**config.mk**
```make
export PLATFORM = sky130hd
export DESIGN_NAME = titan_core_interface
export DESIGN_NICKNAME = d
export VERILOG_FILES = /design/src/rtl/titan_core_interface.sv
export SDC_FILE = /design/constraint.sdc
export NUM_CORES = 1
export LEC_CHECK = 0
export CAP_MARGIN = 30
export CORE_MARGIN = 2
export CORE_UTILIZATION = 25
export DETAILED_ROUTE_END_ITERATION = 6
export SLEW_MARGIN = 25
export SYNTH_ARGS = -nofsm -noshare
export SYNTH_HDL_FRONTEND = slang
export SYNTH_SLANG_ARGS = --single-unit
```
**constraint.sdc**
```tcl
create_clock -name clock -period 7.5 [get_ports clock]
set_input_delay 1.5 -clock clock [delete_from_list [all_inputs] [get_ports clock]]
set_output_delay 1.5 -clock clock [all_outputs]
set_load 0.01 [all_outputs]
```
**src/rtl/titan_core_interface.sv**
```systemverilog
// Maps an address window of the shared Titan comms bus onto one core's
// input registers (writable) and result words (read-only).
module titan_core_interface #(
  parameter int START_ADDRESS = 0,
  parameter int END_ADDRESS   = 2,
  parameter int TOTAL_INPUTS  = 2,
  parameter int TOTAL_OUTPUTS = 1
) (
  input  logic                        clock,
  input  logic                        reset,
  input  logic [7:0]                  instruction,
  input  logic [23:0]                 address,
  input  logic [31:0]                 value,
  output logic [31:0]                 output_value,
  output logic                        enable,
  output logic [32*TOTAL_INPUTS-1:0]  core_inputs,
  input  logic [32*TOTAL_OUTPUTS-1:0] core_outputs
);

  // TitanComms opcodes; anything else behaves as NOP
  localparam logic [7:0] OP_NOP   = 8'h00;
  localparam logic [7:0] OP_WRITE = 8'h01;
  localparam logic [7:0] OP_READ  = 8'h02;

  localparam logic [23:0] WINDOW_SPAN = 24'(END_ADDRESS - START_ADDRESS);

  logic [24:0] offset;
  logic [23:0] idx;
  logic        is_read;
  logic        is_write;
  logic [31:0] read_data;
  logic [31:0] input_regs [TOTAL_INPUTS];

  // A borrow out of the subtraction means address is below the window
  assign offset   = {1'b0, address} - 25'(START_ADDRESS);
  assign idx      = offset[23:0];
  assign enable   = ~offset[24] && (idx <= WINDOW_SPAN);
  assign is_read  = enable && (instruction == OP_READ);
  assign is_write = enable && (instruction == OP_WRITE) && (instruction != OP_NOP);

  always_comb begin
    read_data = '0;
    for (int i = 0; i < TOTAL_INPUTS; i++) begin
      if (idx == 24'(i)) read_data = input_regs[i];
    end
    for (int j = 0; j < TOTAL_OUTPUTS; j++) begin
      if (idx == 24'(TOTAL_INPUTS + j)) read_data = core_outputs[32*j +: 32];
    end
  end

  always_ff @(posedge clock or posedge reset) begin
    if (reset) begin
      for (int i = 0; i < TOTAL_INPUTS; i++) input_regs[i] <= '0;
    end else begin
      for (int i = 0; i < TOTAL_INPUTS; i++) begin
        if (is_write && (idx == 24'(i))) input_regs[i] <= value;
      end
    end
  end

  // Zero whenever not serving a read so instance outputs can be OR-combined
  always_ff @(posedge clock or posedge reset) begin
    if (reset) output_value <= '0;
    else       output_value <= is_read ? read_data : 32'd0;
  end

  always_comb begin
    core_inputs = '0;
    for (int i = 0; i < TOTAL_INPUTS; i++) core_inputs[32*i +: 32] = input_regs[i];
  end

endmodule

```
# --- Yosys cells after proc, flatten, opt, wreduce, memory -nomap -nowiden ---
# Cells that the tools add are included.
word_totals:
  wordCells: 19
  out_inout_bits: 97
  register_bits: 96
  inputBits: 98
op_classes:
  eq_ne: 4
  mux: 4
  order_cmp: 1
  n_reduce_logical: 7
op_table:
  columns: ["operator", "count"]
  rows:
  - ["2-to-1 mux 32 bit", 4]
  - ["== test 24 x 1 -> 1 bit, second input constant", 1]
  - ["== test 24 x 2 -> 1 bit, second input constant", 1]
  - ["less-or-equal comparator 24 x 2 -> 1 bit, second input constant", 1]
  - ["logical NOT 24 bit", 1]
  - ["== test 8 x 1 -> 1 bit, second input constant", 1]
  - ["== test 8 x 2 -> 1 bit, second input constant", 1]
  - ["nonzero test 8 bit", 1]
  - ["logical AND 1 bit", 5]

# --- Depth between registers and ports, before layout ---
# Gate-level depths: netlist of the first run.
depth:
  ltp_word: 5
  ltp_mapped: 6
  mapped_depth_nobuf: 4

# --- Worst setup path after synthesis of the first run ---
# No wires, ideal clock.
synth_timing:
  kind: "input-to-output"
  startpoint: "input address[5]"
  endpoint: "output enable"
  arrival_time_ps: 2503
  n_path_buf: 1
  path_stages: 4
  setup_slack_ps: 3497
  required_time_ps: 6000
  path_cell_list: "nor4_4 nand2_1 clkbuf_1 nor3b_1"
synth_between:
  elab_chain_len: 1
synth_rtl:
  columns: ["element", "line_no", "source"]
  rows:
  - ["start, declared", "12", "input logic [23:0] address,"]
  - ["less-or-equal comparator 24 x 2 -> 1 bit", "37", "assign enable = ~offset[24] && (idx <= WINDOW_SPAN);"]
  - ["end, declared", "15", "output logic enable,"]
# No other way between the ends.

# --- Worst setup path after layout of the first run ---
layout_timing:
  startpoint: "input address[21]"
  endpoint: "output enable"
# The elaborated chain is that of the path after synthesis.

==> summary.md, run 1 <==
| Metric | Value |
|---|---|
| Die Y-Extent | `140 um` |
| Die area | `19700 um2` |
| Crit. End Element | `primary output` |
| Antenna violations before repair | `0` |
| Std-Cell Rows | `49` |
| Final design utilization | `0.394` |
| Avg WL per Cell | `19.5 um` |
| Latest clock arrival within the worst-skew pair | `0.35 ns` |
| CP Max Fanout | `5` |
| Syn Inst Count | `385` |
| Mean post-synth cell area | `12.1 um2` |
| Pin count of the biggest net entering global routing | `64` |
| Detailed Place HPWL | `10600 um` |
| Leak pwr | `2.89 nW` |
| Global Route Usage Sum | `0.159` |
| Initial Utilization | `0.257` |
| RSZ-0062 raised after global routing | `no` |
| Netlist cell types | `28` |
| Vias/cell | `4.87` |
| Routed WL | `15500 um` |
| Max Cap Viol | `0` |
| TritonCTS clock tree | `done` |
| I/O Buffers | `194` |
| Layout net count | `661` |
| Remaining DRCs | `0` |
| Main area contributors after synthesis | `dfrtp_1, mux2_4, mux2_2` |
| Fill cells | `1711` |
| Drt first pass iters | `4` |
| Ratio of cells with drive above 1 in the final layout | `0.217` |
| Peak supply drop | `0.0975 mV` |
| Status | `finished, final reports clean` |
| Die Span X | `140 um` |
| Final-report hold violation count | `0` |
| CTS Hold Bufs | `0` |
| Setup TNS | `0 ns` |
| Sink Count | `96` |
| Vias | `3872` |
| Synth warnings | `0` |
| Final Slew Violations | `0` |
| RD Place Congestion | `0.771` |
| Placed cell count | `781` |
| Sequential cell area fraction in the yosys report | `0.517` |
| Slew margin rel. | `0.421` |
| Postcts setup bufs | `0` |
| Max Used Layer | `met4` |
| Pwr Density | `156 nW/um2` |
| Root buf cell | `clkbuf_16` |
| Hold path start | `core_inputs[38]` |
| Synth top area share | `0.517` |
| CTS H-tree lvls | `3` |
| Met1 wire length | `6460 um` |
| Min Tclk post-route | `5.37 ns` |
| CTS Buf Count | `9` |
| # diodes | `0` |
| First-pass GRT wire length | `24000 um` |
| Startpoint Class | `primary input` |
| Synth Cell Area | `4650 um2` |
| Critical Path AT | `3.87 ns` |
| Pin slew with the least headroom to its limit | `0.867 ns` |
| Met3 Routed Length | `1270 um` |
| Fin cells | `795` |
| Share of the clock period used by the worst path | `0.716` |
| Number of global-route vias before repair | `4207` |
| R2R Path Start | `core_inputs[27]` |
| Seq cells post-synth | `96` |
| Met2 wire len | `7530 um` |
| Clock Skews | `0.00845 ns` |
| CTS clock-pin slew for the worst setup and hold paths | `0.06 ns` |
| Area leader, netlist | `dfrtp_1` |
| Final ANT Viol Nets | `0` |
| DRT iter0 DRCs | `172` |
| Crit. Startpoint | `address[21]` |
| Max clock buf depth | `2` |
| Final setup vio count | `0` |
| Min-Delay Path Class | `reg2reg` |
| Global route overflow | `0` |
| Core outline area | `18100 um2` |
| Number of gates resized after cts | `0` |
| Design Power | `1.11 mW` |
| Syn Nets | `483` |
| Worst EP required | `6.00 ns` |
| Type of the worst setup path | `in2out` |
| Achievable Freq | `0.186 GHz` |
| I/O pins | `195` |
| Area grow syn2layout | `53.4%` |
cells in the mapped netlist:
master	instances
nor3_1	35
buf_6	3
or3_1	2
a2111oi_0	30
mux2_4	30
nor3b_1	1
nor4_1	1
nand4_2	1
nor4_4	2
nand2_1	32
nor3_2	1
clkbuf_1	27
mux2_1	2
dfrtp_1	96
inv_1	31
nor2b_1	4
buf_2	4
or2_2	1
nand2b_1	1
or4_1	1
a21oi_1	2
o221a_1	4
nand3_1	1
nor4_2	3
o221a_2	26
nor2_1	7
nand4_1	5
mux2_2	32
routing by layer:
| metal | vias to the layer above | GRT usage |
|---|---|---|
| li1 | 1783 | - |
| met1 | 1914 | 0.196 |
| met2 | 158 | 0.269 |
| met3 | 17 | 0.0513 |
| met4 | 0 | 0.0447 |
| met5 | - | 0 |
worst max-delay path, stage by stage:
cell	delay (ns)
clkdlybuf4s50_1	0.46
nor4_4	0.45
nand4_2	0.30
nor3b_1	0.52
clkdlybuf4s50_1	0.64
final cells by class:
class | count | area (um2) | share of cell area
Clock buffer | 10 | 229 | 0.0321
Inverter | 31 | 119 | 0.0167
Timing Repair Buffer | 201 | 1990 | 0.280
Sequential cell | 96 | 2400 | 0.337
Tap cell | 229 | 287 | 0.0402
Multi-Input combinational cell | 224 | 2000 | 0.281
Clock inverter | 4 | 95.1 | 0.0133
cells in the final DEF, fill, tap and decap left out, types with 4 or more instances in the layout:
cell type | Yosys | layout
a2111oi_0 | 30 | 30
dfrtp_1 | 96 | 96
mux2_4 | 30 | 30
buf_4 | 0 | 7
o221a_1 | 4 | 4
nor2b_1 | 4 | 4
nand4_1 | 5 | 5
clkdlybuf4s50_1 | 0 | 194
nor2_1 | 7 | 6
clkbuf_16 | 0 | 9
inv_1 | 31 | 30
nor3_1 | 35 | 34
o221a_2 | 26 | 26
mux2_2 | 32 | 32
nand2_1 | 32 | 32
state kept, by name (all words and copies together) (netlist names):
register / count
core_inputs: 64
output_value: 32
per-stage QoR:
stage | hold WS (ns) | instance area, um2 | worst slack, ns
4_1_cts | 0.518 | 7130 | 2.12
3_3_place_gp | 0.497 | 6800 | 2.15
2_1_floorplan | 0.549 | 4650 | 3.49
6_report | 0.514 | 7130 | 2.13
5_1_grt | 0.554 | 7130 | 2.01
3_5_place_dp | 0.504 | 6810 | 2.15
report_power, final:
group	switching, mW	internal [mW]	leakage, nW
Clock	0.192	0.322	0.158
Combinational	0.0351	0.0481	1.39
Sequential	0.00000000446	0.518	1.34
Total	0.227	0.887	2.89
worst paths after layout:
check	to	slack, ns	cells after the start
max in group asynchronous	core_inputs[41]	4.80	3
min in group asynchronous	core_inputs[5]	1.57	2
worst min register to register	core_inputs[38]	0.51	1
worst max-delay path	enable	2.13	5
worst max register to register	output_value[27]	6.19	3
worst min-delay path	core_inputs[38]	0.51	1
kinds of logic after synthesis:
group,after synthesis,synth area share
AO/OA/AOI/OAI,62,0.131
multiplexers,64,0.179
buffers and inverters,65,0.0584
AND/OR/NAND/NOR,98,0.114
flip-flops,96,0.517
Note: power is estimated with default switching activity, not from simulation.
==> run 2: changes to the inputs <==
Clock period 7.5 ns to 4.9 ns, I/O delays scaled along.
==> run 2 against run 1 <==
Count of clock-buffer cells in the layout up 3. Combinational power rose by 55%. Design area grew 0.65%. Final cell count rose by 0.63%. Clock power is 48% higher. Setup slack worse by 1.4 ns. First-iteration DRC count down 10%. Hold slack improved by 0.013 ns. Critical path depth did not move.
==> summary.md, run 2 (synthesis results as in run 1) <==
| Metric | Value |
|---|---|
| Pin count of the biggest net entering global routing | `75` |
| Number of gates resized after cts | `0` |
| Achievable Freq | `0.238 GHz` |
| Final ANT Viol Nets | `0` |
| Setup TNS | `0 ns` |
| Status | `finished, final reports clean` |
| Antenna violations before repair | `0` |
| RD Place Congestion | `0.767` |
| Final Slew Violations | `0` |
| Max incr delay on CP | `0.62 ns` |
| Ratio of cells with drive above 1 in the final layout | `0.224` |
| Hold path start | `core_inputs[45]` |
| Routed WL | `15700 um` |
| Crit-path cells | `clkdlybuf4s50_1 -> nor4_4 -> nand4_2 -> nor3b_1 -> clkdlybuf4s50_1` |
| CP delay by family, top | `simple AND/OR/NAND/NOR gates` |
| Detailed Place HPWL | `11000 um` |
| Vias/cell | `4.88` |
| I/O Buffers | `194` |
| Clock Skews | `0.00888 ns` |
| Peak supply drop | `0.144 mV` |
| Avg WL per Cell | `19.6 um` |
| Layout net count | `664` |
| Worst reg2reg setup slack | `3.66 ns` |
| Max Cap Viol | `0` |
| Global Route Usage Sum | `0.161` |
| Hold endpoint | `core_inputs[45]` |
| CTS clock-pin slew for the worst setup and hold paths | `0.07 ns` |
| I/O pins | `195` |
| Commonest non-fill, non-tap cell in the layout | `clkdlybuf4s50_1` |
| CTS Buf Count | `9` |
| Latest clock arrival within the worst-skew pair | `0.35 ns` |
| Min-Delay Path Class | `reg2reg` |
| Die Y-Extent | `140 um` |
| Max reg flops | `64` |
| Buf/Inv on CP | `2` |
| Global route overflow | `0` |
| Die area | `19700 um2` |
| Type of the worst setup path | `in2out` |
| Leak pwr | `2.91 nW` |
| Drt first pass iters | `4` |
| Worst hold stages | `1` |
| RSZ-0062 raised after global routing | `no` |
| Pwr Density | `235 nW/um2` |
| Share of the clock period used by the worst path | `0.859` |
| # diodes | `0` |
| Sink Count | `96` |
| R2R Path Start | `core_inputs[4]` |
| Vias | `3906` |
| TritonCTS clock tree | `done` |
| Worst EP required | `3.92 ns` |
| Core outline area | `18100 um2` |
| CTS Hold Bufs | `0` |
| Min Tclk post-route | `4.21 ns` |
| Number of global-route vias before repair | `4250` |
| Cell count of the worst reg-to-reg path | `3` |
| Root buf cell | `clkbuf_16` |
| Final-report hold violation count | `0` |
| Critical path's most frequent cell | `clkdlybuf4s50_1` |
| Dpl ws | `0.651 ns` |
| DRT iter0 DRCs | `154` |
| First-pass GRT wire length | `24400 um` |
| Area grow syn2layout | `54.4%` |
| Pin slew with the least headroom to its limit | `0.742 ns` |
| Std-Cell Rows | `49` |
| Max clock buf depth | `2` |
| Post-route setup slack | `0.691 ns` |
| Initial Utilization | `0.257` |
| Die Span X | `140 um` |
| Critical Path AT | `3.23 ns` |
| CP Max Fanout | `5` |
| Commonest cells after routing, fill and taps aside | `clkdlybuf4s50_1, dfrtp_1, nor3_1` |
| Crit. End Element | `primary output` |
| Remaining DRCs | `0` |
| Postcts setup bufs | `0` |
| CTS H-tree lvls | `3` |
| CP max-delay cell | `clkdlybuf4s50_1` |
| FF-to-FF End | `output_value[4]` |
| Startpoint Class | `primary input` |
| Slew margin rel. | `0.503` |
| Final setup vio count | `0` |
-- run 2: stage by stage --
stage | utilization | cells | hold slack (ns) | area [um2] | total power, mW
6_report | 0.397 | 800 | 0.527 | 7180 | 1.68
3_3_place_gp | 0.378 | 783 | 0.501 | 6830 | 0.934
5_1_grt | 0.397 | 800 | 0.551 | 7180 | 1.75
3_5_place_dp | 0.379 | 784 | 0.518 | 6850 | 0.938
4_1_cts | 0.397 | 800 | 0.533 | 7170 | 1.71
2_1_floorplan | - | 385 | 0.549 | 4650 | 0.834
-- run 2: cell type report --
type,count,area (um2)
clock buffer,13,280
clock inverter,3,46.3
fill,1704,10900
inverter,31,121
multi-input combinational,224,2000
sequential,96,2400
tap,229,287
timing repair buffer,204,2040
-- run 2: power breakdown --
| group | total [mW] | internal [mW] | switching [mW] |
|---|---|---|---|
| Combinational | 0.129 | 0.0747 | 0.0547 |
| Sequential | 0.792 | 0.792 | 0.00000000724 |
| Clock | 0.762 | 0.454 | 0.308 |
| Total | 1.68 | 1.32 | 0.363 |
-- run 2: metal layers --
metal	global-route usage	part of all wire	vias to the layer above
met1	0.196	0.42	1920
met4	0.0686	0.026	0
met5	0	0	-
li1	-	-	1787
met3	0.0438	0.082	26
met2	0.270	0.48	173
-- run 2: how the worst max path moves through the flow --
stage                      to         from  cells after the start  slack [ns]
3_3_place_gp           enable  address[21]                      5        0.61
2_1_floorplan  core_inputs[0]        reset                      1        1.41
4_1_cts                enable  address[21]                      5        0.62
3_5_place_dp           enable  address[21]                      5        0.65
5_1_grt                enable  address[21]                      5        0.51
6_report               enable  address[21]                      5        0.69
==> run 3: changes to the inputs <==
Settings changed: ABC_AREA from default to 1, CTS_BUF_LIST from default to sky130_fd_sc_hd__clkbuf_4, SLEW_MARGIN 25 to 5.
==> run 3 against run 2 <==
Register-to-register slack improved by 0.34 ns. Hold slack improved by 0.0069 ns. Design area fell by 5.2%. Setup slack improved by 0.60 ns. Power fell by 23%.
==> summary.md, run 3 <==
| Metric | Value |
|---|---|
| Worst reg2reg setup slack | `4.00 ns` |
| CTS Hold Bufs | `0` |
| Syn Inst Count | `568` |
| Critical Path AT | `2.63 ns` |
| Post-Synth Simple-Gate Area | `0.305` |
| Final Instance Area | `6810 um2` |
| Hold path start | `core_inputs[36]` |
| CP max-delay cell | `clkdlybuf4s50_1` |
| Area leader, netlist | `dfrtp_1` |
| Sequential cell area fraction in the yosys report | `0.528` |
| Crit. End Element | `primary output` |
| Design Power | `1.29 mW` |
| Std-Cell Rows | `49` |
| R2R Path Start | `core_inputs[0]` |
| Final design utilization | `0.380` |
| Number of global-route vias before repair | `4240` |
| Startpoint Class | `primary input` |
| Remaining DRCs | `0` |
| Vias | `4419` |
| Mean post-synth cell area | `8.01 um2` |
| Placement Cell Area | `6670 um2` |
| Fill cells | `1854` |
| Max Cap Viol | `0` |
| Number of gates resized after cts | `0` |
| Global Route Usage Sum | `0.158` |
| Root buf cell | `clkbuf_4` |
| Core outline area | `17900 um2` |
| Vias/cell | `4.51` |
| Final ANT Viol Nets | `0` |
| Synth Area in Adders | `0` |
| Initial Utilization | `0.254` |
| Leak pwr | `3.21 nW` |
| Postcts setup bufs | `0` |
| CTS clock-pin slew for the worst setup and hold paths | `0.15 ns` |
| Share of the clock period used by the worst path | `0.737` |
| CP delay by family, top | `buffers and inverters` |
| First-pass GRT wire length | `24000 um` |
| Cell count of the worst reg-to-reg path | `4` |
| Max clock buf depth | `2` |
| Main synth FF type | `dfrtp_1` |
| Area grow syn2layout | `49.5%` |
| Netlist cell types | `15` |
| Crit-path cells | `clkdlybuf4s50_1 -> nor2_1 -> nand2_1 -> nor2_1 -> nand3_1 -> nand2_1 -> clkdlybuf4s50_1` |
| CP Max Fanout | `3` |
| Latest clock arrival within the worst-skew pair | `0.46 ns` |
| Ratio of cells with drive above 1 in the final layout | `0.0455` |
| Synth warnings | `0` |
| Top-count cell post-synth | `nand2_1` |
| FF-to-FF End | `output_value[0]` |
| Pin count of the biggest net entering global routing | `73` |
| Synth cell count leaders | `nand2_1, dfrtp_1, nand3_1, inv_1, o21ai_1` |
| Status | `finished, final reports clean` |
| RD Place Congestion | `0.741` |
| Post-route setup slack | `1.29 ns` |
| Synth Area in XOR/XNOR | `0` |
| Die Y-Extent | `139 um` |
| Post-synth EDFFs | `0` |
| I/O Buffers | `194` |
| Buf/Inv on CP | `2` |
| Pin slew with the least headroom to its limit | `0.895 ns` |
| Final-report hold violation count | `0` |
| Slew margin rel. | `0.402` |
| Antenna violations before repair | `2` |
| Reg area | `2400 um2` |
| Commonest non-fill, non-tap cell in the layout | `clkdlybuf4s50_1` |
| Peak supply drop | `0.108 mV` |
| Main combinational cell family by area after synthesis | `simple AND/OR/NAND/NOR gates` |
| Final Slew Violations | `0` |
| Mux share of post-synthesis cell area | `0` |
| Type of the worst setup path | `in2out` |
| TritonCTS clock tree | `done` |
| Pwr Density | `190 nW/um2` |
| CTS H-tree lvls | `3` |
| Clock Skews | `0.0156 ns` |
| Dpl ws | `1.27 ns` |
| Routed WL | `15300 um` |
| Min Tclk post-route | `3.61 ns` |
| Sink Count | `96` |
| Layout net count | `841` |
| Hold endpoint | `core_inputs[36]` |
| Syn Nets | `666` |
| Avg WL per Cell | `15.6 um` |
| Asr flop ratio synth | `1.00` |
| DRT iter0 DRCs | `232` |
| Max reg flops | `64` |
| Commonest cells after routing, fill and taps aside | `clkdlybuf4s50_1, nand2_1, dfrtp_1` |
| Max incr delay on CP | `0.56 ns` |
| Setup TNS | `0 ns` |
| Synth Area in Compound Gates | `0.0704` |
| I/O pins | `195` |
| Worst hold stages | `2` |
| Area of the multi-input gates | `1720 um2` |
| Seq cells post-synth | `96` |
| RSZ-0062 raised after global routing | `no` |
| CTS Buf Count | `9` |
| Detailed Place HPWL | `10300 um` |
| Drt first pass iters | `4` |
| Achievable Freq | `0.277 GHz` |
| Main area contributors after synthesis | `dfrtp_1, nand2_1, nand3_1` |
| Synth top area share | `0.528` |
| Die area | `19300 um2` |
| Synth Cell Area | `4550 um2` |
| Worst EP required | `3.92 ns` |
| Global route overflow | `0` |
| Min-Delay Path Class | `reg2reg` |
| Final setup vio count | `0` |
| Die Span X | `139 um` |
-- run 3: changes by cell type after synthesis, moves of 30 or more --
cell       change
a2111oi_0     -30
inv_1         +38
mux2_2        -32
mux2_4        -30
nand2_1       +73
nand3_1       +69
nor2_1        +42
o21ai_1       +64
-- run 3: layer usage --
| metal | share of wire | wire [um] | vias to the layer above | track usage |
|---|---|---|---|---|
| met5 | 0 | 0 | - | 0 |
| met4 | 0.024 | 362 | 0 | 0.0537 |
| met3 | 0.049 | 754 | 23 | 0.0363 |
| met2 | 0.49 | 7510 | 141 | 0.265 |
| met1 | 0.44 | 6690 | 2040 | 0.202 |
| li1 | - | - | 2215 | - |
-- run 3: layout make-up --
cell class,instances,share of cell area
Antenna cell,2,0.000735
Inverter,70,0.0390
Timing Repair Buffer,204,0.297
Clock inverter,5,0.00349
Multi-Input combinational cell,362,0.252
Clock buffer,11,0.0121
Tap cell,229,0.0421
Sequential cell,96,0.353
-- run 3: how the worst max path moves through the flow --
stage,start,to,slack (ns),cells after the start
2_1_floorplan,reset,core_inputs[0],1.41,1
3_3_place_gp,address[7],enable,1.28,7
3_5_place_dp,address[7],enable,1.27,7
4_1_cts,address[7],enable,1.27,7
5_1_grt,address[7],enable,1.15,7
6_report,address[7],enable,1.29,7
-- run 3: cells by family after synthesis --
family,after synthesis
simple gates,298
buf+inv,110
flops,96
compound gates,64
-- run 3: power by group --
| part | internal, mW | leakage [nW] | switching (mW) |
|---|---|---|---|
| Combinational | 0.0739 | 1.81 | 0.0469 |
| Sequential | 0.792 | 1.34 | 0.00000000866 |
| Clock | 0.111 | 0.0594 | 0.267 |
-- run 3: worst reg2reg max path: stages, from the launching register on --
cell     delay [ns]
dfrtp_1        0.42
nand4_1        0.10
nand3_1        0.15
nand2_1        0.11
inv_1          0.04
-- run 3: per-stage QoR --
stage                     instances  hold WS [ns]
after detailed placement        960         0.505
after floorplan                 568         0.540
after CTS                       976         0.540
after global routing            979         0.566
after global placement          960         0.498
final                           979         0.534
